===== src/rtl/pal_pkg.sv =====
// Shared definitions for the gal_pld registered logic array: chain layout helpers and load-FSM states.
// Optional AND-plane feedback of macrocell registers is compiled in with PAL_FEEDBACK_EN.
package pal_pkg;

`ifdef PAL_FEEDBACK_EN
    localparam bit FB_EN = 1'b1;
`else
    localparam bit FB_EN = 1'b0;
`endif

    typedef enum logic [1:0] {
        EMPTY,
        LOADING,
        FULL
    } loadState_e;

    function automatic int num_vars(input int n, input int m, input bit fb);
        return fb ? (n + m) : n;
    endfunction

    function automatic int sr_len(input int n, input int m, input int p, input bit fb);
        int ni;
        ni = num_vars(n, m, fb);
        return 2 * ni * p + p * m + 2 * m;
    endfunction

    function automatic int and_idx(input int p, input int c, input int np);
        return p + c * np;
    endfunction

    function automatic int or_idx(input int p, input int m, input int ni, input int np);
        return 2 * ni * np + p + m * np;
    endfunction

    // Macrocell bits sit after both planes, two bits (REG, INV) per output.
    function automatic int mc_reg_idx(input int m, input int ni, input int np, input int nm);
        return 2 * ni * np + np * nm + 2 * m;
    endfunction

    function automatic int mc_inv_idx(input int m, input int ni, input int np, input int nm);
        return 2 * ni * np + np * nm + 2 * m + 1;
    endfunction

endpackage


===== src/rtl/gal_pld_if.sv =====
// Configuration and data bus of gal_pld; the array sits on the slave side.
interface gal_pld_if #(
    parameter int N = 8,
    parameter int M = 8
);
    logic         EN;
    logic         CFG_EN;
    logic         CFG_DATA;
    logic         CFG_COMMIT;
    logic         CFG_DONE;
    logic         CFG_ERR;
    logic [N-1:0] INPUT_VARS;
    logic [M-1:0] OUTPUT_VALS;

    modport master (
        output EN, CFG_EN, CFG_DATA, CFG_COMMIT, INPUT_VARS,
        input  CFG_DONE, CFG_ERR, OUTPUT_VALS
    );

    modport slave (
        input  EN, CFG_EN, CFG_DATA, CFG_COMMIT, INPUT_VARS,
        output CFG_DONE, CFG_ERR, OUTPUT_VALS
    );
endinterface


===== src/rtl/pal_macrocell.sv =====
// One output macrocell: polarity control, optional register, commit-clear.
// The Q port only exists when PAL_FEEDBACK_EN routes it back into the AND plane.
module pal_macrocell (
    input  logic clk,
    input  logic rst,
    input  logic sum_i,
    input  logic reg_i,
    input  logic inv_i,
    input  logic en_i,
    input  logic clr_i,
    output logic out_o
`ifdef PAL_FEEDBACK_EN
    ,
    output logic q_o
`endif
);

    logic s;
    logic q_q;
    logic q_d;

    assign s = sum_i ^ inv_i;

    // The register tracks S even when the cell is combinational, so switching
    // the REG bit never exposes a stale value; a commit-clear beats the enable.
    always_comb begin
        q_d = q_q;
        if (clr_i) begin
            q_d = 1'b0;
        end else if (en_i) begin
            q_d = s;
        end
    end

    always_ff @(posedge clk) begin
        if (rst) begin
            q_q <= 1'b0;
        end else begin
            q_q <= q_d;
        end
    end

    assign out_o = reg_i ? q_q : s;

`ifdef PAL_FEEDBACK_EN
    assign q_o = q_q;
`endif

endmodule


===== src/rtl/gal_pld.sv =====
// Reprogrammable AND/OR array with per-output macrocells and a serially loaded shadow configuration.
// Define PAL_FEEDBACK_EN to add macrocell Q/~Q as extra AND-plane columns.
module gal_pld
    import pal_pkg::*;
#(
    parameter int N = 8,
    parameter int M = 8,
    parameter int P = 8
) (
    input logic      CLK,
    input logic      RES,
    gal_pld_if.slave bus
);

    localparam int NI     = num_vars(N, M, FB_EN);
    localparam int SR_LEN = sr_len(N, M, P, FB_EN);
    localparam int CW     = $clog2(SR_LEN + 1);
    localparam logic [CW-1:0] SR_LEN_C = CW'(SR_LEN);
    localparam logic [CW-1:0] ONE_C    = CW'(1);

    loadState_e        state_q, state_d;
    logic [CW-1:0]     cnt_q, cnt_d;
    logic [SR_LEN-1:0] shadow_q, shadow_d;
    logic [SR_LEN-1:0] active_q, active_d;
    logic              err_q, err_d;
    logic              commit;

    logic [NI-1:0]     vars;
    logic [2*NI-1:0]   cols;
    logic [P-1:0]      pterm;
    logic [M-1:0]      sum;
    logic [M-1:0]      outVals;

`ifdef PAL_FEEDBACK_EN
    logic [M-1:0] qVec;
    assign vars = {qVec, bus.INPUT_VARS};
`else
    assign vars = bus.INPUT_VARS;
`endif

    // Shadow/active registers and load bookkeeping; the array itself only reads active_q.
    always_ff @(posedge CLK) begin
        if (RES) begin
            state_q  <= EMPTY;
            cnt_q    <= '0;
            shadow_q <= '0;
            active_q <= '0;
            err_q    <= 1'b0;
        end else begin
            state_q  <= state_d;
            cnt_q    <= cnt_d;
            shadow_q <= shadow_d;
            active_q <= active_d;
            err_q    <= err_d;
        end
    end

    // A commit in FULL copies the pre-shift shadow, so a simultaneous shift
    // starts the next image at count one instead of zero.
    always_comb begin
        state_d  = state_q;
        cnt_d    = cnt_q;
        shadow_d = shadow_q;
        active_d = active_q;
        err_d    = 1'b0;
        commit   = 1'b0;

        if (bus.CFG_EN) begin
            shadow_d = {bus.CFG_DATA, shadow_q[SR_LEN-1:1]};
        end

        case (state_q)
            EMPTY: begin
                err_d = bus.CFG_COMMIT;
                if (bus.CFG_EN) begin
                    cnt_d   = ONE_C;
                    state_d = LOADING;
                end
            end
            LOADING: begin
                err_d = bus.CFG_COMMIT;
                if (bus.CFG_EN) begin
                    cnt_d = cnt_q + ONE_C;
                    if (cnt_q + ONE_C == SR_LEN_C) begin
                        state_d = FULL;
                    end
                end
            end
            FULL: begin
                if (bus.CFG_COMMIT) begin
                    commit   = 1'b1;
                    active_d = shadow_q;
                    if (bus.CFG_EN) begin
                        cnt_d   = ONE_C;
                        state_d = LOADING;
                    end else begin
                        cnt_d   = '0;
                        state_d = EMPTY;
                    end
                end
            end
            default: begin
                cnt_d   = '0;
                state_d = EMPTY;
            end
        endcase
    end

    for (genvar v = 0; v < NI; v++) begin : g_cols
        assign cols[2*v]   = vars[v];
        assign cols[2*v+1] = ~vars[v];
    end

    // Unselected columns are forced true; a term with no selected column is 0.
    for (genvar p = 0; p < P; p++) begin : g_pt
        logic [2*NI-1:0] andMask;
        for (genvar c = 0; c < 2*NI; c++) begin : g_col
            assign andMask[c] = active_q[and_idx(p, c, P)];
        end
        assign pterm[p] = (|andMask) & (&(cols | ~andMask));
    end

    for (genvar m = 0; m < M; m++) begin : g_mc
        logic [P-1:0] orMask;
        for (genvar p = 0; p < P; p++) begin : g_or
            assign orMask[p] = active_q[or_idx(p, m, NI, P)];
        end
        assign sum[m] = |(pterm & orMask);

        pal_macrocell u_mc (
            .clk   (CLK),
            .rst   (RES),
            .sum_i (sum[m]),
            .reg_i (active_q[mc_reg_idx(m, NI, P, M)]),
            .inv_i (active_q[mc_inv_idx(m, NI, P, M)]),
            .en_i  (bus.EN),
            .clr_i (commit),
            .out_o (outVals[m])
`ifdef PAL_FEEDBACK_EN
            ,
            .q_o   (qVec[m])
`endif
        );
    end

    assign bus.OUTPUT_VALS = outVals;
    assign bus.CFG_DONE    = (state_q == FULL);
    assign bus.CFG_ERR     = err_q;

endmodule


===== src/flat_wrapper.sv =====
// flat-port wrapper written by rule: the top's interface ports become plain ports
module gal_pld_flat import pal_pkg::*;
#(
    parameter int N = 8,
    parameter int M = 8,
    parameter int P = 8
)
  (CLK, RES, bus_EN, bus_CFG_EN, bus_CFG_DATA, bus_CFG_COMMIT, bus_INPUT_VARS, bus_CFG_DONE, bus_CFG_ERR, bus_OUTPUT_VALS);
  gal_pld_if #(.N(N), .M(M)) bus_i ();
  input logic CLK;
  input logic RES;
  input wire logic [$bits(bus_i.EN)-1:0] bus_EN;
  input wire logic [$bits(bus_i.CFG_EN)-1:0] bus_CFG_EN;
  input wire logic [$bits(bus_i.CFG_DATA)-1:0] bus_CFG_DATA;
  input wire logic [$bits(bus_i.CFG_COMMIT)-1:0] bus_CFG_COMMIT;
  input wire logic [$bits(bus_i.INPUT_VARS)-1:0] bus_INPUT_VARS;
  output wire logic [$bits(bus_i.CFG_DONE)-1:0] bus_CFG_DONE;
  output wire logic [$bits(bus_i.CFG_ERR)-1:0] bus_CFG_ERR;
  output wire logic [$bits(bus_i.OUTPUT_VALS)-1:0] bus_OUTPUT_VALS;
  assign bus_i.EN = bus_EN;
  assign bus_i.CFG_EN = bus_CFG_EN;
  assign bus_i.CFG_DATA = bus_CFG_DATA;
  assign bus_i.CFG_COMMIT = bus_CFG_COMMIT;
  assign bus_i.INPUT_VARS = bus_INPUT_VARS;
  assign bus_CFG_DONE = bus_i.CFG_DONE;
  assign bus_CFG_ERR = bus_i.CFG_ERR;
  assign bus_OUTPUT_VALS = bus_i.OUTPUT_VALS;
  gal_pld #(.N(N), .M(M), .P(P)) u_core (.CLK(CLK), .RES(RES), .bus(bus_i));
endmodule

===== config.mk =====
export PLATFORM = sky130hd
export DESIGN_NAME = gal_pld_flat
export DESIGN_NICKNAME = d
export VERILOG_FILES = /design/src/rtl/pal_pkg.sv /design/src/rtl/gal_pld_if.sv /design/src/rtl/pal_macrocell.sv /design/src/rtl/gal_pld.sv /design/src/flat_wrapper.sv
export SDC_FILE = /design/constraint.sdc
export NUM_CORES = 1
export LEC_CHECK = 0
export ABC_AREA = 1
export CORE_ASPECT_RATIO = 0.6
export CORE_UTILIZATION = 30
export CTS_BUF_LIST = sky130_fd_sc_hd__clkbuf_4 sky130_fd_sc_hd__clkbuf_8
export CTS_CLUSTER_DIAMETER = 40
export DETAILED_ROUTE_END_ITERATION = 16
export DONT_BUFFER_PORTS = 1
export GPL_ROUTABILITY_DRIVEN = 0
export SETUP_SLACK_MARGIN = 0.02
export SLEW_MARGIN = 0
export SYNTH_ARGS = -nofsm -noshare
export SYNTH_HDL_FRONTEND = slang
export SYNTH_HIERARCHICAL = 1
export SYNTH_SLANG_ARGS = --single-unit

===== constraint.sdc =====
create_clock -name CLK -period 2.7 [get_ports CLK]
set_clock_uncertainty 0.2 [all_clocks]
set_input_delay 0.27 -clock CLK [delete_from_list [all_inputs] [get_ports CLK]]
set_output_delay 0.27 -clock CLK [all_outputs]
set_load 0.02 [all_outputs]

== After elaboration in Yosys (flattened, before gate mapping) ==
Cells that the tools add are included.
Widths: inputs -> output; s select.

* Add/sub/neg operators: 1
* Eq/ne operators: 7
* Mux-type cells: 21
* Bitwise logic cells: 49
* Reductions and logical operators: 31

{| class="wikitable"
|+ Operator list
! kind !! count
|-
| $not 16->16 || 8
|-
| $or 16x16->16 || 8
|-
| $reduce_and 16->1 || 8
|-
| $reduce_or 16->1 || 8
|-
| $and 8x8->8 || 8
|-
| $reduce_or 8->1 || 8
|-
| $mux 8 || 3
|-
| $pmux 8 s3 || 1
|-
| $mux 1 || 12
|-
| $not 1->1 || 9
|-
| $add 8x1->8 const B || 1
|-
| $and 1x1->1 || 8
|-
| $eq 8x8->1 const B || 1
|-
| $mux 2 || 4
|-
| $xor 1x1->1 || 8
|-
| $ne 2x2->1 const B || 3
|-
| $pmux 2 s3 || 1
|-
| $reduce_or 2->1 || 3
|-
| $reduce_and 4->1 || 1
|-
| $reduce_and 3->1 || 1
|-
| $eq 2x1->1 const B || 1
|-
| $eq 2x2->1 const B || 1
|-
| $logic_not 2->1 || 1
|-
| $ne 2x1->1 const B || 1
|-
| $reduce_and 2->1 || 1
|}

* Flip-flop bits (word level): 435
* Bits of input ports: 14
* Output and inout bits: 10
* Word-level logic and storage cells: 122

== Depth between registers and ports, before layout ==
Gate-level depths: netlist of the first run.

* Depth after elaboration: 8
* Depth in mapped cells: 16

== By module ==
Netlist of the first run, hierarchy kept.

{| class="wikitable"
|+ By module, submodules not included
! module !! instances !! cells each !! area each (sq um) !! sequential area each (sq um)
|-
| gal_pld || 1 || 2,271 || 16,821.1 || 8,548.2
|-
| pal_macrocell || 8 || 18 || 90.1 || 20.0
|}

== Worst setup path before layout of the first run ==
Ideal clock, no wire load.

* Path kind: input -> output
* Start: input bus_INPUT_VARS[2]
* End: output bus_OUTPUT_VALS[0]
* Data arrival time: 1,586 ps
* Data required time: 2,230 ps
* Slack: 644 ps
* Cell stages on the path: 14
* Cell sequence: buf_4 inv_1 o21ai_0 nor2_1 nand2_1 nor2_4 nand3_1 nand2_1 nor2_1 nand2_1 inv_1 nand2_1 nand2_1 o21ai_2

* Word-level cells in the longest chain between the ends: 8
* Elaborated cells between the ends (all ways): 29
* Those cells by class: 1 x mux; 19 x bitwise; 9 x reduce/logical

{| class="wikitable"
|+ RTL lines
! item !! line !! source
|-
| start, declared || flat_wrapper.sv:16 || <nowiki>input wire logic [$bits(bus_i.INPUT_VARS)-1:0] bus_INPUT_VARS;</nowiki>
|-
| $not 1->1 || gal_pld.sv:111 || <nowiki>assign cols[2*v+1] = ~vars[v];</nowiki>
|-
| $or 16x16->16 || gal_pld.sv:120 || <nowiki>assign pterm[p] = (|andMask) & (&(cols | ~andMask));</nowiki>
|-
| $reduce_and 16->1 || gal_pld.sv:120 ||
|-
| $and 1x1->1 || gal_pld.sv:120 ||
|-
| $and 8x8->8 * || gal_pld.sv:128 || <nowiki>assign sum[m] = |(pterm & orMask);</nowiki>
|-
| $reduce_or 8->1 * || gal_pld.sv:128 ||
|-
| net u_core.sum[0] || gal_pld.sv:31 || <nowiki>logic [M-1:0] sum;</nowiki>
|-
| $xor 1x1->1 * || pal_macrocell.sv:22 || <nowiki>assign s = sum_i ^ inv_i;</nowiki>
|-
| $mux 1 * || pal_macrocell.sv:43 || <nowiki>assign out_o = reg_i ? q_q : s;</nowiki>
|-
| end, declared || flat_wrapper.sv:19 || <nowiki>output wire logic [$bits(bus_i.OUTPUT_VALS)-1:0] bus_OUTPUT_VALS;</nowiki>
|}

The timed path passes the listed nets; every way through them passes the cells marked *.

== Worst setup path in the final report of the first run ==
* Start: register u_core.active_q[124]
* End: output bus_OUTPUT_VALS[3]

* Word-level cells in the longest chain between the ends: 8
* Elaborated cells between the ends (all ways): 9
* Those cells by class: 1 x mux; 5 x bitwise; 3 x reduce/logical

{| class="wikitable"
|+ RTL lines
! item !! line !! source
|-
| start, declared || gal_pld.sv:24 || <nowiki>logic [SR_LEN-1:0] active_q, active_d;</nowiki>
|-
| start signal, assigned || gal_pld.sv:53 || <nowiki>active_q <= active_d;</nowiki>
|-
| $not 16->16 || gal_pld.sv:120 ||
|-
| $or 16x16->16 || gal_pld.sv:120 ||
|-
| $reduce_and 16->1 || gal_pld.sv:120 ||
|-
| $and 1x1->1 * || gal_pld.sv:120 ||
|-
| $and 8x8->8 * || gal_pld.sv:128 ||
|-
| $reduce_or 8->1 * || gal_pld.sv:128 ||
|-
| net u_core.sum[3] || gal_pld.sv:31 ||
|-
| $xor 1x1->1 * || pal_macrocell.sv:22 ||
|-
| $mux 1 * || pal_macrocell.sv:43 ||
|}

Marks and branches as above.

==> impl_metrics.env, run 1 <==
export IMPL_io_pins=24
export IMPL_setup_viol=8
export IMPL_outcome="finished with violations"
export IMPL_max_freq_mhz=333.0
export IMPL_worst_setup_path_end_kind="primary output"
export IMPL_rows=68
export IMPL_die_w_um=314.2
export IMPL_r2r_start="u_core/state_q[1]"
export IMPL_synthesis_nets=2430
export IMPL_clock_sinks=435
export IMPL_track_usage=0.1771
export IMPL_drtPass1Iterations=5
export IMPL_synth_top_family_by_area="simple AND/OR/NAND/NOR gates"
export IMPL_antennaDiodeCount=0
export IMPL_ys_warn_count=6
export IMPL_startpoint_type="flip-flop"
export IMPL_switchingPower_w=0.002894
export IMPL_timing_final_ws_setup_ns=-0.3032
export IMPL_required_ns=2.23
export IMPL_drt_iter0_markers=1579
export IMPL_hp_start="RES"
export IMPL_h_tree_depth=3
export IMPL_synthSimpleGateAreaFrac=0.2614
export IMPL_reg2reg_depth=7
export IMPL_synth_seq_cells=435
export IMPL_p_int_w=0.009662
export IMPL_num_fill_cells=5750
export IMPL_dieArea_um2=59470
export IMPL_ff2ff_setup_slack_ns=0.14
export IMPL_io_buffer_count=0
export IMPL_power_frac_seq=0.513
export IMPL_routed_wl_um=52950
export IMPL_synth_compound_area_frac=0.1631
export IMPL_worstSkewPairLatency_ns=0.64
export IMPL_finalHoldWorstSlack_ns=0.06909
export IMPL_drtAntennaViolNets=0
export IMPL_drt_vias_per_instance=4.810
export IMPL_worst_slew_pin_slew_ns=0.8065
export IMPL_cts_tree="yes"
export IMPL_wl_per_cell_um=14.96
export IMPL_crit_arrival_ns=2.53
export IMPL_crit_type="reg -> out"
export IMPL_core_um2=57600
export IMPL_clkTransAtPathRegs_ns=0.06
export IMPL_hp_class="in -> reg"
export IMPL_slew_headroom=0.4606
export IMPL_start_util=0.3045
export IMPL_leakage_nw=9.650
export IMPL_synth_adder_area_share=0.0007133
export IMPL_drv_cap=0
export IMPL_cts_max_path_buffers=3
export IMPL_synth_area_mux_share=0
export IMPL_synth_xor_area_share=0
export IMPL_grt_pass1_wl_um=85010
export IMPL_p_sw_frac=0.2305
export IMPL_grt_pass1_vias=16400
export IMPL_fin_total_pwr_w=0.01256
export IMPL_min_period_ns=3.003
export IMPL_drc=0
export IMPL_overflow=0
export IMPL_antenna_found_initial=0
export IMPL_clkPwrFrac=0.464
export IMPL_slew_viol_final=0
export IMPL_endpoint="bus_OUTPUT_VALS[3]"
export IMPL_rsz0062_at_grt="true"
export IMPL_crit_start="u_core/active_q[124]"
export IMPL_syn_area_um2=17540
export IMPL_vias=17030
export IMPL_ys_types=24
export IMPL_vdd_drop_max_mv=0.2635
export IMPL_avgSynthCellArea_um2=7.264
export IMPL_path_max_fanout=8
export IMPL_drive_gt1_frac=0.1227
export IMPL_fin_crit_sh=1.112
export IMPL_synthCells=2415
export IMPL_pwr_density_cell_nw_per_um2=531.1
export IMPL_ys_seq_area_frac=0.4964
export IMPL_numCtsBuffers=67
export IMPL_area_growth_pct=34.76
export IMPL_hold_viol=0
export IMPL_dpl_hpwl_um=29700
export IMPL_nNetsFinal=2738
export IMPL_fp_dieH_um=189.3
export IMPL_p_comb_frac=0.024
export IMPL_root_buffer="clkbuf_8"
export IMPL_rr_endpoint="u_core/active_q[4]"
export IMPL_grt_max_degree=314
export IMPL_violations="negative setup slack"
[registers in the layout, summed over array words and instances, names as in the netlist]
| signal | count |
|---|---|
| u_core/active_q | 208 |
| u_core/bus.CFG_ERR | 1 |
| u_core/cnt_q | 8 |
| u_core/g_mc.u_mc/q_q | 8 |
| u_core/shadow_q | 208 |
| u_core/state_q | 2 |
[final cells by class]
type | instances | area [um^2] | share of cell area
multi-input cells | 1648 | 7909 | 0.3346
inverters | 186 | 705.7 | 0.02985
repair buffers | 385 | 3948 | 0.1670
clock inverters | 14 | 117.6 | 0.004975
well taps | 770 | 963.4 | 0.04076
clock buffers | 102 | 1279 | 0.05409
flip-flops and latches | 435 | 8717 | 0.3688
[Yosys cell counts]
| library cell | number | area [um^2] |
|---|---|---|
| o21ai_0 | 45 | 225.2 |
| nor2_1 | 192 | 720.7 |
| nand2_4 | 1 | 11.26 |
| inv_1 | 184 | 690.7 |
| dfxtp_1 | 435 | 8708 |
| buf_4 | 6 | 45.04 |
| a21oi_1 | 302 | 1511 |
| clkbuf_1 | 70 | 262.8 |
| o21bai_1 | 1 | 7.510 |
| buf_6 | 4 | 45.04 |
| buf_1 | 5 | 18.77 |
| nand3_1 | 97 | 485.5 |
| a211oi_1 | 125 | 938.4 |
| nand4_1 | 23 | 143.9 |
| nor2_4 | 9 | 101.4 |
| nand2_1 | 810 | 3040 |
| o21ai_2 | 10 | 87.58 |
| buf_2 | 61 | 305.3 |
| nor3_1 | 10 | 50.05 |
| inv_2 | 2 | 7.510 |
| ha_1 | 1 | 12.51 |
| o21ai_1 | 18 | 90.09 |
| nand3_2 | 2 | 20.02 |
| nor2_2 | 2 | 12.51 |
[power groups by stage]
stage	registers, W	logic, W	clock network (W)
after floorplan	0.00658	0.000266	0
after global placement	0.00658	0.000170	0
after detailed placement	0.00658	0.000174	0
after CTS	0.00643	0.000284	0.00597
after global routing	0.00643	0.000318	0.00627
final	0.00644	0.000297	0.00582
[cell families (layout without fill, tap and decap cells)]
kind of cell,after synthesis,count (layout)
compound gates,501,501
fa+ha+maj,1,1
buf+inv,332,687
flops,435,435
simple gates,1146,1146
[what timing repair did]
action / in CTS / in global routing
hold endpoints to repair: 435 / 0
pin swaps: 53 / 64
gates resized for setup: 102 / 68
hold buffers: 319 / 0
setup buffers: 24 / 9
endpoints found under the setup margin: 8 / 73
[placed cells by master (no fill, tap or decap), types with 3 or more instances in the layout]
master         instances
clkinv_2               7
a21oi_1              302
buf_6                 13
nor2_4                13
inv_6                  3
nand3_1               74
clkbuf_4              20
inv_2                 31
o21ai_0               40
nand4_1               23
nand2_1              768
o21ai_1               20
a211oi_1             125
dfxtp_2                7
nand2_2               38
nand3_2               24
buf_4                 39
nor3_4                 3
nor3_2                 3
dfxtp_1              428
o21ai_2                5
nor3_1                 4
nor2_2                16
dlygate4sd3_1        317
clkbuf_8              82
inv_1                153
o21ai_4                8
nand2_4                3
nor2_1               174
buf_12                14
[through the flow]
stage	area (um^2)	util	std cells	TNS, ns	setup WS [ns]
after floorplan	17540	-	2415	0	0.6443
after global placement	18220	0.3162	3077	-0.2365	-0.06119
after detailed placement	18220	0.3162	3077	0	0.005304
after CTS	23400	0.4063	3536	-2.692	-0.3423
after global routing	23640	0.4104	3540	-3.247	-0.4376
final	23640	0.4104	3540	-2.324	-0.3032
[metal layers]
metal / routed length, um / track usage
met1: 26510 / 0.2627
met2: 21550 / 0.2509
met4: 851 / 0.04559
met5: 0 / 0
met3: 4034 / 0.04392
[how the worst min path moves through the flow]
stage	slack [ns]	end	cells past startpoint
after floorplan	0.20	u_core/bus.CFG_ERR	2
after global placement	0.18	u_core/shadow_q[5]	1
after detailed placement	0.18	u_core/active_q[202]	1
after CTS	0.02	u_core/shadow_q[7]	2
after global routing	0.05	u_core/shadow_q[2]	2
final	0.07	u_core/shadow_q[5]	2
[worst max-delay path, stage by stage (launching register included)]
cell,delay [ns]
dfxtp_2,0.32
inv_2,0.05
nand4_1,0.25
nor3_4,0.31
nand2_1,0.11
buf_6,0.17
nand3_2,0.08
nand2_2,0.06
nor2_4,0.11
nand2_2,0.10
nand2_2,0.08
nand2_2,0.07
o21ai_4,0.19
Note: power is estimated with default switching activity, not from simulation.
==> run 2, diff against run 1 <==
CORE_UTILIZATION = 35   (was 30)
==> run 2 against run 1 <==
  * The flow still finishes with violations (negative setup slack)
  * Flip-flop and latch count stayed put
  * Design area rose by 0.49%
  * First-iteration DRC count shrank 0.76%
  * Combinational power up 1%
  * Critical path type unchanged
  * Critical endpoint is now bus_OUTPUT_VALS[1]
  * Highest routed layer unchanged
==> impl_metrics.env, run 2 (same netlist as run 1, synthesis figures left out) <==
export IMPL_slew_viol_final=0
export IMPL_startpoint_type="flip-flop"
export IMPL_rows=63
export IMPL_slew_headroom=0.4511
export IMPL_final_cell_mix="766 x nand2_1, 422 x dfxtp_1, 312 x dlygate4sd3_1"
export IMPL_drc=0
export IMPL_rsz0062_at_grt="true"
export IMPL_crit_arrival_ns=2.57
export IMPL_outcome="finished with violations"
export IMPL_track_usage=0.2103
export IMPL_rr_endpoint="u_core/active_q[38]"
export IMPL_wl_per_cell_um=16.26
export IMPL_drtPass1Iterations=6
export IMPL_nNetsFinal=2742
export IMPL_overflow=0
export IMPL_grt_max_degree=308
export IMPL_io_buffer_count=0
export IMPL_instances_no_fill=3434
export IMPL_clock_sinks=435
export IMPL_vias=17280
export IMPL_die_w_um=291.0
export IMPL_fin_crit_sh=1.127
export IMPL_drive_gt1_frac=0.1358
export IMPL_final_util=0.4806
export IMPL_clkTransAtPathRegs_ns=0.07
export IMPL_routed_wl_um=55830
export IMPL_timing_final_ws_setup_ns=-0.3440
export IMPL_drt_iter0_markers=1567
export IMPL_hold_depth=2
export IMPL_hold_viol=0
export IMPL_dpl_hpwl_um=30290
export IMPL_leakage_nw=9.756
export IMPL_crit_top_cell="nand2_2"
export IMPL_pwr_density_cell_nw_per_um2=546.1
export IMPL_worst_slew_pin_slew_ns=0.8233
export IMPL_fin_total_pwr_w=0.01297
export IMPL_reg_top3="u_core/active_q: 208 flops, u_core/shadow_q: 208 flops"
export IMPL_reg2reg_depth=7
export IMPL_dp_cells=2958
export IMPL_h_tree_depth=3
export IMPL_max_freq_mhz=328.5
export IMPL_hp_class="in -> reg"
export IMPL_cts_tree="yes"
export IMPL_ff2ff_setup_slack_ns=0.08
export IMPL_antennaDiodeCount=0
export IMPL_drv_cap=0
export IMPL_crit_type="reg -> out"
export IMPL_critPathMaxStageDelay_ns=0.32
export IMPL_grt_pass1_vias=16440
export IMPL_required_ns=2.23
export IMPL_worstSkewPairLatency_ns=0.65
export IMPL_finalSetupTns_ns=-2.586
export IMPL_root_buffer="clkbuf_8"
export IMPL_whs_endpoint="u_core/shadow_q[21]"
export IMPL_fp_dieH_um=175.4
export IMPL_crit_chain="inv_2 -> nand4_1 -> nor3_4 -> nand2_4 -> buf_6 -> nand3_1 -> nand2_2 -> nor2_2 -> nand2_2 -> nand2_2 -> nand2_2 -> o21ai_4"
export IMPL_io_pins=24
export IMPL_antenna_found_initial=0
export IMPL_r2r_start="u_core/state_q[1]"
export IMPL_grt_pass1_wl_um=87050
export IMPL_violations="negative setup slack"
export IMPL_path_max_fanout=4
export IMPL_setup_viol=8
export IMPL_hp_start="RES"
export IMPL_area_growth_pct=35.42
export IMPL_cp_slowest_cell="dfxtp_2"
export IMPL_drt_vias_per_instance=5.031
export IMPL_vdd_drop_max_mv=0.3217
export IMPL_min_period_ns=3.044
export IMPL_core_um2=49420
export IMPL_start_util=0.3549
export IMPL_dp_slack_ns=-0.08361
export IMPL_numCtsBuffers=70
export IMPL_worst_setup_path_end_kind="primary output"
export IMPL_layout_commonest_cell="nand2_1"
export IMPL_cts_max_path_buffers=3
export IMPL_drtAntennaViolNets=0
export IMPL_dieArea_um2=51050
[run 2: cell count changes in the layout (fill, tap and decap cells not counted), moves of 5 or more]
cell,previous run,this run
clkbuf_8,82,87
clkinv_2,7,14
dfxtp_1,428,422
dfxtp_2,7,13
dlygate4sd3_1,317,312
nand3_2,24,29
o21ai_1,20,25
[run 2: area by class of cell]
class	instances	area, um^2
Clock buffer	103	1318
Clock inverter	26	216.5
Fill cell	4739	25670
Inverter	186	715.7
Multi-Input combinational cell	1650	7966
Sequential cell	435	8725
Tap cell	650	813.3
Timing Repair Buffer	384	4001
[run 2: critical path: cells and delay by family, from the launching register on]
| family | cells | cell delay (ns) |
|---|---|---|
| and+or+nand+nor | 9 | 1.23 |
| AOI/OAI and AO/OA | 1 | 0.19 |
| DFF | 1 | 0.32 |
| buffers and inverters | 2 | 0.20 |
[run 2: timing repair]
action,4_1_cts,5_1_grt
cloned,0,4
hold buffers,314,0
hold endpoints to repair,435,0
gates resized for setup,116,85
pin swaps,78,76
endpoints found under the setup margin,8,71
setup buffers,21,10
[run 2: how the worst max path moves through the flow]
stage,startpoint,end,slack [ns],depth (start not counted)
2_1_floorplan,bus_INPUT_VARS[2],bus_OUTPUT_VALS[0],0.64,14
3_3_place_gp,u_core/active_q[17],bus_OUTPUT_VALS[4],-0.15,13
3_5_place_dp,u_core/active_q[17],bus_OUTPUT_VALS[4],-0.08,13
4_1_cts,u_core/active_q[125],bus_OUTPUT_VALS[7],-0.37,12
5_1_grt,u_core/active_q[57],bus_OUTPUT_VALS[4],-0.44,14
6_report,u_core/active_q[118],bus_OUTPUT_VALS[1],-0.34,12
[run 2: layer usage]
layer	wire (um)	global-route usage	vias to the layer above	share of wire
li1	-	-	8452	-
met4	686	0.05445	0	0.012
met1	27860	0.3110	8245	0.50
met3	4690	0.06339	62	0.084
met2	22600	0.2919	519	0.40
met5	0	0	-	0
[run 2: report_power, final]
group          leakage [nW]  internal, W  switching [W]  total (W)
sequential             3.51      0.00643     0.00000919    0.00644
combinational          5.44     0.000100       0.000201   0.000301
clock                 0.809      0.00338        0.00286    0.00624
total                  9.76      0.00991        0.00307     0.0130
[run 2: per-stage QoR]
stage	instance area, um^2	hold slack (ns)
5_1_grt	23760	0.02452
3_3_place_gp	18120	0.1734
4_1_cts	23380	0.02298
6_report	23760	0.05660
2_1_floorplan	17540	0.2035
3_5_place_dp	18120	0.1831
==> run 3, diff against run 2 <==
CTS_BUF_LIST = sky130_fd_sc_hd__clkbuf_8   (was sky130_fd_sc_hd__clkbuf_4 sky130_fd_sc_hd__clkbuf_8)
GPL_TIMING_DRIVEN = 0   (was unset)
MAX_ROUTING_LAYER = met4   (was unset)
==> run 3 against run 2 <==
  * The run still ends with negative setup slack left
  * Clock power decreased by 12%
  * Register-to-register slack improved by 0.32 ns
  * Non-clock buffer count is 208 lower
  * Utilization down 6.6 points
  * Critical path depth down 1
  * Critical endpoint is now bus_OUTPUT_VALS[4]
  * Highest routed layer unchanged
==> impl_metrics.env, run 3 (same netlist as run 1, synthesis figures left out) <==
export IMPL_fin_crit_sh=1.134
export IMPL_rsz0062_at_grt="true"
export IMPL_p_int_w=0.009406
export IMPL_rr_endpoint="u_core/g_mc[3].u_mc/q_q"
export IMPL_hp_start="bus_CFG_COMMIT"
export IMPL_required_ns=2.23
export IMPL_final_util=0.4148
export IMPL_grt_max_degree=18
export IMPL_r2r_start="u_core/active_q[61]"
export IMPL_crit_start="u_core/active_q[61]"
export IMPL_multiInputGateArea_um2=7918
export IMPL_nNetsFinal=2528
export IMPL_overflow=0
export IMPL_worst_slew_pin_slew_ns=1.048
export IMPL_setup_viol=8
export IMPL_finalHoldWorstSlack_ns=0.07187
export IMPL_violations="negative setup slack"
export IMPL_cts_max_path_buffers=3
export IMPL_track_usage=0.2138
export IMPL_grt_pass1_vias=15050
export IMPL_whs_endpoint="u_core/active_q[39]"
export IMPL_worst_setup_path_end_kind="primary output"
export IMPL_final_cell_mix="777 x nand2_1, 428 x dfxtp_1, 302 x a21oi_1"
export IMPL_outcome="finished with violations"
export IMPL_crit_type="reg -> out"
export IMPL_root_buffer="clkbuf_8"
export IMPL_clkTransAtPathRegs_ns=0.07
export IMPL_power_frac_seq=0.519
export IMPL_cts_tree="yes"
export IMPL_die_w_um=291.0
export IMPL_h_tree_depth=3
export IMPL_path_max_fanout=8
export IMPL_ff2ff_setup_slack_ns=0.40
export IMPL_drc=0
export IMPL_dieArea_um2=51050
export IMPL_switchingPower_w=0.002987
export IMPL_rows=63
export IMPL_fp_dieH_um=175.4
export IMPL_worstSkewPairLatency_ns=0.63
export IMPL_vdd_drop_max_mv=0.2909
export IMPL_p_sw_frac=0.2410
export IMPL_min_period_ns=3.062
export IMPL_io_pins=24
export IMPL_reg_top3="u_core/active_q: 208 flops, u_core/shadow_q: 208 flops"
export IMPL_hp_class="in -> reg"
export IMPL_reg2reg_depth=13
export IMPL_slew_viol_final=0
export IMPL_drt_iter0_markers=1547
export IMPL_vias=16350
export IMPL_dpl_cell_area_um2=18360
export IMPL_hold_depth=4
export IMPL_pwr_density_cell_nw_per_um2=604.6
export IMPL_routed_wl_um=53350
export IMPL_p_comb_frac=0.038
export IMPL_layout_commonest_cell="nand2_1"
export IMPL_slew_headroom=0.3010
export IMPL_dpl_hpwl_um=38030
export IMPL_timing_final_ws_setup_ns=-0.3620
export IMPL_antenna_found_initial=1
export IMPL_finalSetupTns_ns=-2.568
export IMPL_clkPwrFrac=0.443
export IMPL_io_buffer_count=0
export IMPL_hold_viol=0
export IMPL_start_util=0.3549
export IMPL_startpoint_type="flip-flop"
export IMPL_drive_gt1_frac=0.1354
export IMPL_fin_area_um2=20500
export IMPL_crit_arrival_ns=2.59
export IMPL_clock_sinks=435
export IMPL_drtAntennaViolNets=0
export IMPL_drv_cap=0
export IMPL_register_area_um2=8717
export IMPL_grt_pass1_wl_um=83260
export IMPL_numCtsBuffers=66
export IMPL_max_freq_mhz=326.6
export IMPL_core_um2=49420
export IMPL_num_fill_cells=5091
export IMPL_leakage_nw=7.623
export IMPL_area_growth_pct=16.86
export IMPL_drt_vias_per_instance=5.087
export IMPL_drtPass1Iterations=6
export IMPL_wl_per_cell_um=16.60
-- run 3: cell count changes in the layout (fill, tap and decap cells not counted), sizes merged --
cell / change
buf: +31
bufinv: -2
clkbuf: +51
clkinv: -4
clkinvlp: -3
diode: +1
dlygate4sd3: -307
inv: +14
nand2: -2
-- run 3: power groups by stage --
stage / registers (W) / logic, W / clock network (W)
CTS: 0.00644 / 0.000439 / 0.00563
global placement: 0.00658 / 0.000382 / 0
finish: 0.00644 / 0.000465 / 0.00549
global route: 0.00643 / 0.000503 / 0.00594
floorplan: 0.00658 / 0.000266 / 0
detailed placement: 0.00658 / 0.000391 / 0
-- run 3: how the worst max path moves through the flow --
stage / end / slack, ns
2_1_floorplan: bus_OUTPUT_VALS[0] / 0.64
3_3_place_gp: bus_OUTPUT_VALS[1] / -0.13
3_5_place_dp: bus_OUTPUT_VALS[5] / -0.13
4_1_cts: bus_OUTPUT_VALS[1] / -0.40
5_1_grt: bus_OUTPUT_VALS[4] / -0.44
6_report: bus_OUTPUT_VALS[4] / -0.36
-- run 3: area by class of cell --
cell class,count,share of cell area
well taps,650,0.03967
flip-flops and latches,435,0.4252
diodes,1,0.0001221
repair buffers,30,0.01721
multi-input cells,1648,0.3862
plain buffers,146,0.03302
clock inverters,31,0.006714
clock buffers,86,0.05774
inverters,186,0.03406
-- run 3: timing repair --
action | CTS | global route
hold endpoints to repair | 26 | 0
setup buffers | 17 | 8
pin swaps | 44 | 63
hold buffers | 5 | 0
endpoints found under the setup margin | 8 | 8
gates resized for setup | 89 | 80
-- run 3: metal layers --
layer,part of all wire,GRT usage,vias up
li1,-,-,8007
met1,0.51,0.3234,7668
met2,0.37,0.2635,568
met3,0.096,0.06175,103
met4,0.024,0.06327,0
met5,0,-,-
-- run 3: worst max-delay path, stage by stage, from the launching register on --
cell	delay, ns
dfxtp_1	0.30
inv_1	0.10
nand4_1	0.19
nor3_4	0.37
nand2_4	0.19
nand3_2	0.11
nand2_1	0.06
nor2_2	0.15
nand2_4	0.13
nand2_2	0.09
nand2_2	0.06
o21ai_4	0.21
-- run 3: through the flow --
stage / setup WS [ns] / cells / total power (W)
after floorplan: 0.6443 / 2415 / 0.006843
after global placement: -0.1328 / 3065 / 0.006962
after detailed placement: -0.1304 / 3065 / 0.006971
after CTS: -0.4028 / 3204 / 0.01250
after global routing: -0.4387 / 3213 / 0.01287
final: -0.3620 / 3213 / 0.01239
==> edit 1 (config.mk and constraints of run 1) <==
`N` is set to 8 in 3 places; all go to 4.
--- a/src/rtl/gal_pld_if.sv
+++ b/src/rtl/gal_pld_if.sv
@@ -2,3 +2,3 @@
 interface gal_pld_if #(
-    parameter int N = 8,
+    parameter int N = 4,
     parameter int M = 8
--- a/src/rtl/gal_pld.sv
+++ b/src/rtl/gal_pld.sv
@@ -5,3 +5,3 @@
 #(
-    parameter int N = 8,
+    parameter int N = 4,
     parameter int M = 8,
--- a/src/flat_wrapper.sv
+++ b/src/flat_wrapper.sv
@@ -3,3 +3,3 @@
 #(
-    parameter int N = 8,
+    parameter int N = 4,
     parameter int M = 8,
Ports: changed (resized bus_INPUT_VARS); port bits go from 24 to 20. No check against the original RTL was run, so the function may have changed too.
==> edit 1 against run 1 <==
- the flow still finishes with violations (setup timing)
- register-to-register slack got worse by 0.33 ns
- final cell count is 29% lower
- non-clock buffer count decreased by 134
- routed wire length shrank 29%
- worst setup slack improved by 0.11 ns
- largest power group unchanged
- cell area down 29%
- area after synthesis decreased by 29%
- synthesized cell count fell by 29%
- power down 30%
- sequential cell count down 128
- sequential power shrank 29%
==> edit 1: results (changes against run 1) <==
tightest_slew_ns: 0.909  # +0.102 ns
endpoint: "u_core/g_mc[5].u_mc/q_q"
clock_buffer_count: 78  # -24%
multi_input_area_share_pct: 35.5  # +2.1 points
fillers: 3981  # -31%
grt_pass1_wl_um: 60100  # -29%
clkCellAreaFrac_pct: 5.62  # -0.29 points
dr.pass1.iters: 6  # +1
design.seq.count: 307  # -29%
p_leak_uw: 0.00663  # -31%
regArea_um2: 6180  # -29%
hold_slack_ns: 0.122  # +0.0534 ns
grt_use_total_pct: 17.5  # -0.25 points
crit_family: "buffers and inverters"
cts_buffers: 48  # -28%
setup_viol: 9  # +1
inverters: 119  # -36%
syn-num-nets: 1717  # -29%
final_util_pct: 41.4  # +0.32 points
dpl_cell_area_um2: 12800  # -30%
dr.first_iter.drc_count: 1044  # -34%
grt_max_degree: 186  # -41%
arrival_ns: 3.20  # +0.67 ns
comb.multi_input.count: 1181  # -28%
ir_drop_mv: 0.391  # +48%
failed_checks: "setup timing"
syn_area_per_cell_um2: 7.31  # +0.69%
synth_common_cells: "nand2_1 (616), dfxtp_1 (307), a21oi_1 (234), inv_1 (116), nor2_1 (104)"
synthTopCellsByArea: "dfxtp_1 (49%), nand2_1 (19%), a21oi_1 (9.4%)"
drt_wl_total_um: 37600  # -29%
seq_area_frac_synth_pct: 49.3  # -0.39 points
cpMaxStageDelayCell: "dfxtp_1"
insertion_delay_ns: 0.60  # -0.04 ns
finalWorstSetupSlack_ns: -0.192  # +0.111 ns
power.internal_uw: 6800  # -30%
largestRegisters: "u_core/active_q (144), u_core/shadow_q (144)"
status: "finished, violations left"
grt_pass1_vias: 11479  # -30%
-- edit 1: cell types whose count changed after synthesis, moves of 20 or more --
cell and delta:
nand2_1 -194, dfxtp_1 -128, nor2_1 -88, a211oi_1 -80, a21oi_1 -68, inv_1 -68
nand3_1 -47, buf_2 -40, o21ai_1 +23, nand4_1 -22, o21ai_0 -21, a211oi_2 +20
-- edit 1: worst register-to-register path, cell delays in order (launching register included) --
cell and delay [ns]:
dfxtp_1 0.35, nor4_2 0.32, buf_4 0.16, nand2_2 0.07, nand2_4 0.13, o21ai_1 0.07
nor2_1 0.16, nand2_2 0.11, buf_4 0.14, buf_4 0.13, buf_4 0.12, buf_4 0.12
buf_4 0.12, buf_4 0.12, buf_4 0.12, buf_4 0.12, nand2_1 0.06, nand3_1 0.06
nand2_1 0.10, inv_1 0.05
-- edit 1: cells by family (layout without fill, tap and decap cells) --
family                   count (synthesis)  after routing  share of synthesized area [%]
XOR/XNOR                                 1              1                         0.0702
flip-flops                             307            307                           49.3
AND/OR/NAND/NOR                        803            803                           25.6
AO/OA/AOI/OAI                          376            376                           17.5
buffers and inverters                  218            450                           7.47
other                                    0              1                              0
adder cells (fa/ha/maj)                  1              1                          0.100
-- edit 1: metal layers --
metal | track usage, % | share of wire, % | up-vias
met5 | 0 | 0 | -
met2 | 25.4 | 42 | 328
met4 | 4.15 | 1.7 | 0
met3 | 4.04 | 7.1 | 56
met1 | 25.8 | 50 | 5698
li1 | - | - | 5920
-- edit 1: power groups by stage --
stage,Sequential (uW),Combinational (uW),Clock (uW)
after floorplan,4650,222,0
after global placement,4650,158,0
after detailed placement,4650,162,0
after CTS,4550,284,4060
after global routing,4550,314,4290
final,4550,295,3990
==> edit 2 (config.mk and constraints of run 1) <==
Without the edit above. Add an input register stage for `RES`, without a reset; this delays it by one clock. The other inputs are not delayed to match.
--- a/src/rtl/gal_pld.sv
+++ b/src/rtl/gal_pld.sv
@@ -19,2 +19,8 @@
     localparam logic [CW-1:0] ONE_C    = CW'(1);
+
+    logic RES_q;
+
+    always_ff @(posedge CLK) begin
+        RES_q <= RES;
+    end
 
@@ -42,3 +48,3 @@
     always_ff @(posedge CLK) begin
-        if (RES) begin
+        if (RES_q) begin
             state_q  <= EMPTY;
@@ -131,3 +137,3 @@
             .clk   (CLK),
-            .rst   (RES),
+            .rst   (RES_q),
             .sum_i (sum[m]),
Behaviour: not the same (a bounded check fails within 4 cycles, from zero or initial values).
==> edit 2 against run 1 <==
- the run still ends with setup timing left
- worst hold slack got worse by 0.0034 ns
- sequential share of layout area rose by 3.3 points
- synthesized cell count barely moved
- routed wire length barely moved
- critical path type unchanged
- sequential cell count rose by 1
- cell area fell by 8.0%
- power rose by 2.6%
- utilization fell by 3.3 points
- maximum frequency fell by 4.9%
- worst setup slack got worse by 0.16 ns
- first-iteration DRC count rose by 18%
- final cell count fell by 5.2%
- area after synthesis rose by 0.11%
- register-to-register slack got worse by 0.59 ns
==> edit 2: results (changes against run 1) <==
grt_use_total_pct: 17.6  # -0.099 points
synth_top_area_share_pct: 49.7  # +0.057 points
dr.pass1.iters: 6  # +1
reg2reg_depth: 20  # +13
synth_compound_area_share_pct: 16.3  # -0.019 points
io_buffers: 0  # unchanged
seq_area_frac_synth_pct: 49.7  # +0.057 points
clk_pin_slew_ns: 0.07
hpwl_um: 31700  # +6.8%
post-route-min-period_ns: 3.16  # +0.156 ns
grt_pass1_wl_um: 83900  # -1.3%
hold_path.class: "primary input to flop"
r2r_slack_ns: -0.45  # -0.59 ns
synth_common_cells: "nand2_1 (810), dfxtp_1 (436), a21oi_1 (302), nor2_1 (192), inv_1 (184)"
synthAdderAreaFrac_pct: 0.0712  # -0.000081 points
arrival_ns: 2.69  # +0.16 ns
cts_max_level: 3  # unchanged
rr_endpoint: "u_core/g_mc[7].u_mc/q_q"
cts_buffers: 66  # -1.5%
tns_ns: -3.70  # -1.38 ns
num_vias: 16402  # -3.7%
postCtsSetupBuffers: 11  # -54%
finalWorstSetupSlack_ns: -0.459  # -0.156 ns
syn_inst: 2416  # +0.041%
vias_per_cell: 4.89  # +1.6%
dr.first_iter.drc_count: 1856  # +18%
n_antenna_cell: 0  # unchanged
synth-xor-area-share_pct: 0  # unchanged
antenna_left: 0  # unchanged
async_flop_share_pct: 0  # unchanged
antenna_found_initial: 0  # unchanged
cts_hold_buf: 138  # -57%
status: "finished, violations left"
setup_viol: 9  # +1
cpMaxStageDelayCell: "nand4_1"
timing.rr.start: "u_core/active_q[102]"
failed_checks: "setup timing"
cts_resized: 38  # -63%
placedCellCount: 3076  # -0.032%
wl_per_cell_um: 15.8  # +5.5%
tightest_slew_ns: 0.841  # +0.0345 ns
grt_max_degree: 114  # -64%
synthMuxAreaShare_pct: 0  # unchanged
synth_flop_cell: "dfxtp_1"
grt_pass1_vias: 15363  # -6.3%
slowest_delay_ns: 0.37  # +0.05 ns
p_leak_uw: 0.00790  # -18%
final_nets: 2554  # -6.7%
ir_drop_mv: 0.308  # +17%
synthTopCellsByArea: "dfxtp_1 (50%), nand2_1 (17%), a21oi_1 (8.6%)"
endpoint: "bus_OUTPUT_VALS[1]"
drive_above_1_share_pct: 10.9  # -1.3 points
-- edit 2: cell types whose count changed after synthesis, sizes merged --
cell / delta
dfxtp: +1
-- edit 2: where the power goes --
part	leakage [uW]	switching [uW]	internal [uW]	total, uW
Clock	0.000770	2720	3290	6010
Combinational	0.00361	285	116	401
Sequential	0.00352	19.6	6440	6460
Total	0.00790	3030	9850	12900
-- edit 2: tightest hold or removal path, stage by stage --
cell     delay [ns]
buf_16         0.14
buf_16         0.24
nand2_1        0.11
a21oi_1        0.05
-- edit 2: worst min path at each step --
stage                                end        from  slack (ns)  cells past startpoint
CTS                 u_core/shadow_q[156]  bus_CFG_EN        0.05                      4
global placement            u_core/RES_q         RES         0.1                      0
finish               u_core/shadow_q[64]  bus_CFG_EN        0.07                      4
global route         u_core/shadow_q[66]  bus_CFG_EN        0.08                      4
detailed placement          u_core/RES_q         RES         0.1                      0
floorplan                   u_core/RES_q         RES         0.1                      0
-- edit 2: metrics by stage --
stage                     power [uW]  worst slack (ns)  instance area (um2)
after floorplan                 6860             0.644                17600
after global placement          6900           -0.0729                18300
after detailed placement        6900            -0.108                18300
after CTS                      13000            -0.437                21400
after global routing           13400            -0.544                21700
final                          12900            -0.459                21700
-- edit 2: cell type report --
cell class | instances | area, um2
Clock inverter | 15 | 163
Multi-Input combinational cell | 1648 | 7750
Clock buffer | 100 | 1290
Tap cell | 770 | 963
Fill cell | 5955 | 35900
Inverter | 186 | 703
Timing Repair Buffer | 201 | 2130
Sequential cell | 436 | 8740
-- edit 2: layer usage --
layer | part of all wire [%] | wire, um | track usage (%)
met2 | 39 | 20800 | 23.6
met3 | 8.7 | 4590 | 4.64
met1 | 51 | 26800 | 27.2
met4 | 1.4 | 720 | 4.14
met5 | 0 | 0 | 0
